==> config.mk <==
export PLATFORM = sky130hd
export DESIGN_NAME = mem_req_unit
export DESIGN_NICKNAME = d
export VERILOG_FILES = /design/src/rtl/mem_req_unit.sv
export SDC_FILE = /design/constraint.sdc
export NUM_CORES = 1
export LEC_CHECK = 0
export BUFFER_PORTS_ARGS = -buffer_cell sky130_fd_sc_hd__buf_2
export CAP_MARGIN = 20
export CORE_ASPECT_RATIO = 1.1
export CORE_MARGIN = 5
export CORE_UTILIZATION = 42
export CTS_CLUSTER_SIZE = 24
export DETAILED_ROUTE_END_ITERATION = 6
export HOLD_SLACK_MARGIN = 0.02
export PLACE_DENSITY = 0.9
export SYNTH_ARGS = -nofsm -noshare
export SYNTH_HDL_FRONTEND = slang
export SYNTH_SLANG_ARGS = --single-unit
export TNS_END_PERCENT = 5
==> constraint.sdc <==
create_clock -name clk -period 3.2 [get_ports clk]
set_input_delay 0.64 -clock clk [delete_from_list [all_inputs] [get_ports clk]]
set_output_delay 0.64 -clock clk [all_outputs]
set_load 0.005 [all_outputs]
==> src/rtl/mem_req_unit.sv <==
// mem_req_unit: issues load/store requests on an SRAM-like bus and returns in-order responses.
// Alignment exceptions are enabled by defining MEM_REQ_ALE_EN; otherwise misaligned addresses are aligned down.
module mem_req_unit #(
    parameter int DATA_W      = 32,
    parameter int OUTST_DEPTH = 4
) (
    input  logic                clk,
    input  logic                reset,
    input  logic                req_valid,
    input  logic                req_is_ld,
    input  logic                req_is_st,
    input  logic [1:0]          req_size,
    input  logic                req_signed,
    input  logic [31:0]         req_addr,
    input  logic [DATA_W-1:0]   req_wdata,
    output logic                req_ready,
    output logic                ale,
    input  logic                flush,
    output logic                mem_req,
    output logic                mem_wr,
    output logic [1:0]          mem_size,
    output logic [DATA_W/8-1:0] mem_wstrb,
    output logic [31:0]         mem_addr,
    output logic [DATA_W-1:0]   mem_wdata,
    input  logic                mem_addr_ok,
    input  logic                mem_data_ok,
    input  logic [DATA_W-1:0]   mem_rdata,
    output logic                resp_valid,
    output logic                resp_is_st,
    output logic [DATA_W-1:0]   resp_data
);
    localparam int NB = DATA_W / 8;
    localparam int OB = $clog2(NB);
    localparam int PW = $clog2(OUTST_DEPTH);
    localparam int CW = PW + 1;

    logic                   is_mem, full, push, pop;
    logic [31:0]            addr_eff;
    logic [OB-1:0]          off;
    logic [3:0]             nbytes;
    logic [15:0]            lanes;
    logic [PW-1:0]          wp, rp;
    logic [CW-1:0]          count;
    logic [OUTST_DEPTH-1:0] t_ld, t_sg, t_dis;
    logic [1:0]             t_sz  [OUTST_DEPTH];
    logic [OB-1:0]          t_off [OUTST_DEPTH];
    logic [63:0]            sh, ld_data;

    assign is_mem = req_is_ld | req_is_st;

`ifdef MEM_REQ_ALE_EN
    logic misaligned;
    assign misaligned = (req_size == 2'd1 & req_addr[0]) | (req_size == 2'd2 & |req_addr[1:0]) |
                        (req_size == 2'd3 & |req_addr[2:0]);
    assign ale      = ~reset & req_valid & is_mem & misaligned & ~flush;
    assign addr_eff = req_addr;
`else
    assign ale      = 1'b0;
    assign addr_eff = req_addr & ~((32'd1 << req_size) - 32'd1);
`endif

    // full uses the registered count, so a same-cycle pop never unblocks issue
    assign full      = count == CW'(OUTST_DEPTH);
    assign mem_req   = ~reset & req_valid & is_mem & ~ale & ~full & ~flush;
    assign req_ready = ~reset & ((req_valid & ~is_mem) | ale | (mem_req & mem_addr_ok));
    assign push      = mem_req & mem_addr_ok;
    assign pop       = mem_data_ok & (count != '0);

    assign mem_wr    = req_is_st;
    assign mem_size  = req_size;
    assign mem_addr  = addr_eff;
    assign off       = addr_eff[OB-1:0];
    assign nbytes    = 4'd1 << req_size;
    assign lanes     = (16'd1 << nbytes) - 16'd1;
    assign mem_wstrb = req_is_st ? NB'(lanes << off) : '0;

    always_comb begin
        mem_wdata = '0;
        for (int i = 0; i < NB; i++)
            mem_wdata[i*8 +: 8] = req_wdata[{3'(i) & (nbytes[2:0] - 3'd1) & 3'(NB - 1), 3'b000} +: 8];
    end

    always_ff @(posedge clk) begin
        if (reset) begin
            count <= '0;
            wp    <= '0;
            rp    <= '0;
            t_dis <= '0;
        end else begin
            if (push) begin
                t_ld[wp]  <= req_is_ld;
                t_sz[wp]  <= req_size;
                t_sg[wp]  <= req_signed;
                t_off[wp] <= off;
                t_dis[wp] <= 1'b0;
                wp        <= wp + PW'(1);
            end
            if (flush)
                t_dis <= '1;
            if (pop)
                rp <= rp + PW'(1);
            count <= count + CW'(push) - CW'(pop);
        end
    end

    assign resp_valid = ~reset & pop & ~t_dis[rp] & ~flush;
    assign resp_is_st = ~t_ld[rp];
    assign sh         = 64'(mem_rdata) >> {t_off[rp], 3'b000};
    assign ld_data    = t_sz[rp] == 2'd0 ? {{56{t_sg[rp] & sh[7]}}, sh[7:0]} :
                        t_sz[rp] == 2'd1 ? {{48{t_sg[rp] & sh[15]}}, sh[15:0]} :
                        t_sz[rp] == 2'd2 ? {{32{t_sg[rp] & sh[31]}}, sh[31:0]} : sh;
    assign resp_data  = t_ld[rp] ? DATA_W'(ld_data) : '0;
endmodule
==> results.toml <==
[sta]
fin_crit_sh = 0.946
finalMaxSlewViolations = 0
fin_worst_skew_ns = 0.00774
relSlewSlack = 0.598
rsz0062_at_grt = "false"
setup_viol = 0
final_hold_viol_count = 0
worst_slew_pin_slew_ns = 0.598
hold_ws_ns = 0.502
max_freq_mhz = 331
fin_crit_ns = 3.03
finalSetupTns_ns = 0

[grt]
grt_pass1_wl_um = 15000
antenna_found_initial = 0
grt_usage = 0.204
first_global_vias = 3086
overflow = 0
grt_max_degree = 25

[synthesis]
avgSynthCellArea_sq_um = 9.43
synth_area_sq_um = 3000
synth-async-reset-ratio = 0
synth_seq_cells = 37
synth_area_leaders = "edfxtp_1, mux2_2, dfxtp_1, mux2i_1, mux4_2"
post-synth-top-count-cell = "nand2_1"
synth_edf_count = 24
synth_top_cell_by_area = "edfxtp_1"
synth_nets = 434
yosysTopAreaCellShare = 0.240
yosys-top-cells-count = "nand2_1, edfxtp_1, mux2_2"
netlist_instances = 318
yosysWarnings = 0
ys_seq_area_frac = 0.327
ys.flop_type = "edfxtp_1"
synth_cell_types = 39

[flow_run]
cap_violations = 0

[critical_path]
worstSetupStartpointType = "register"
rrSetupSlack_ns = 1.00
crit_buf_inv = 2
timing.rr.end = "count[2]$_SDFF_PP0_"
max_stage_delay_ns = 0.56
crit_cells = 6
critical_path_class = "register to output port"
cp-end-kind = "output port"
worstPathCellList = "buf_4, mux4_2, nor2_1, a21boi_2, nor3_1, buf_2"
cp.arrival_ns = 2.39
critPathCapture = "resp_data[10]"
r2r-start = "count[1]$_SDFF_PP0_"
path_max_fanout = 7
slowest_stage = "mux4_2"
crit_required_ns = 2.56
crit_family = "multiplexers"
r2r_cells = 7

[finish]
fill_cells = 612
area_growth_pct = 35.5
post-route-util = 0.580
multi_input_area_sq_um = 1760
layout-drive-gt1-share = 0.508
regArea_sq_um = 981
nNetsFinal = 615
finalNonFillerCells = 585
final_area_sq_um = 4060
n_antenna_cell = 0

[cts]
cts.clk_slew.worst_paths_ns = 0.07
htree_levels = 2
numCtsBuffers = 5
clk_latency_ns = 0.29
cts.root.buffer_cell = "clkbuf_8"
cts_tree = "done"
cts_sinks = 37
clk_path_buf_depth = 2

[placed_design]
placed_area_sq_um = 3960
port_buffers = 199
placed_cells = 575
hpwl_um = 8060
gp_congestion = 0.934

[floorplanning]
ioPinCount = 215
dieArea_sq_um = 8930
rows = 32
die_x_um = 90.6
core_area_sq_um = 7010
initial_utilization = 0.428
dieHeight_um = 98.6

[detailed_routing]
drtIter0Drc = 56
wl_per_cell_um = 16.2
drtAntennaViolNets = 0
drtPass1Iterations = 4
drc_errors = 0
wirelength_um = 9490
via_per_inst = 5.23
vias = 3057

[outcome]
status = "completed"

[hold_path]
hold_path_depth = 2
hold_path.class = "register to register"

[pwr]
worst_ir_drop_vdd_mv = 0.303
power_density_nw_per_um2 = 481
p_leak_uw = 0.00198
==> where the power goes <==
part | switching (uW) | internal (uW) | total [uW] | leakage (uW)
Clock | 152 | 175 | 328 | 0.0000455
Sequential | 42.2 | 544 | 586 | 0.000325
Combinational | 527 | 512 | 1040 | 0.00161
Total | 722 | 1230 | 1950 | 0.00198
==> worst min-delay path: stages (launching register included) <==
cell and delay, ns:
dfxtp_1 0.33, a21oi_1 0.06, nor2_1 0.07
==> cell type report <==
class	count	area share
multi-input cells	230	0.432
repair buffers	209	0.264
flip-flops and latches	37	0.241
well taps	85	0.0262
clock buffers	8	0.0222
inverters	16	0.0148
==> through the flow <==
step           setup WS [ns]  total power (uW)
5_1_grt              0.00891              2100
3_5_place_dp           0.395              1630
2_1_floorplan          0.129              1260
4_1_cts               0.0775              1960
6_report               0.174              1950
3_3_place_gp           0.431              1590
==> placed cells by master, fill, tap and decap left out, drive strengths merged, types with 2 or more instances in the layout <==
master  instances
ha              8
and2           19
a221oi          8
edfxtp         24
a21oi           6
nand2b          2
nand3b          2
o211ai          2
nand2          32
dfxtp          13
clkbuf          8
mux4            7
o31ai           2
xnor2           7
a211oi         15
nor2           23
mux2i          21
buf           209
o21ai          17
inv            16
nor2b          18
nor3            8
mux2           24
==> per-layer routing <==
layer	wire length [um]	GRT usage	vias up
li1	-	-	1472
met1	3390	0.207	1372
met2	4670	0.364	182
met3	1090	0.0840	31
met4	350	0.0939	0
met5	0	0	-
==> worst min path at each step <==
stage	slack, ns	endpoint	from
after floorplan	0.45	t_dis[2]$_SDFFE_PP0P_	t_dis[2]$_SDFFE_PP0P_
after global placement	0.46	t_dis[1]$_SDFFE_PP0P_	t_dis[1]$_SDFFE_PP0P_
after detailed placement	0.49	t_dis[0]$_SDFFE_PP0P_	t_dis[0]$_SDFFE_PP0P_
after CTS	0.51	t_dis[0]$_SDFFE_PP0P_	t_dis[0]$_SDFFE_PP0P_
after global routing	0.52	t_dis[0]$_SDFFE_PP0P_	t_dis[0]$_SDFFE_PP0P_
final	0.50	t_dis[0]$_SDFFE_PP0P_	t_dis[0]$_SDFFE_PP0P_
==> logic make-up (layout without fill, tap and decap cells) <==
family          Yosys count  count (layout)  synth area share
other cells               1               1           0.00125
compound gates           52              52             0.121
xor+xnor                  7               7            0.0204
flops                    37              37             0.327
buf+inv                  51             233            0.0884
mux                      52              52             0.215
simple gates            109             109             0.186
fa+ha+maj                 9               9            0.0401
==> sequential cells by signal, summed over array words and instances (netlist names), named ones only <==
name / flops
count: 3
t_ld: 4
t_off: 8
t_sz: 8
t_dis: 4
rp: 2
t_sg: 4
wp: 2
==> timing repair <==
| item | CTS | global route |
|---|---|---|
| endpoints found under the setup margin | 0 | 11 |
| hold buffers | 0 | 0 |
| resized for setup | 0 | 0 |
| buffers inserted | 0 | 2 |
Power figures use the tool's default switching activity.
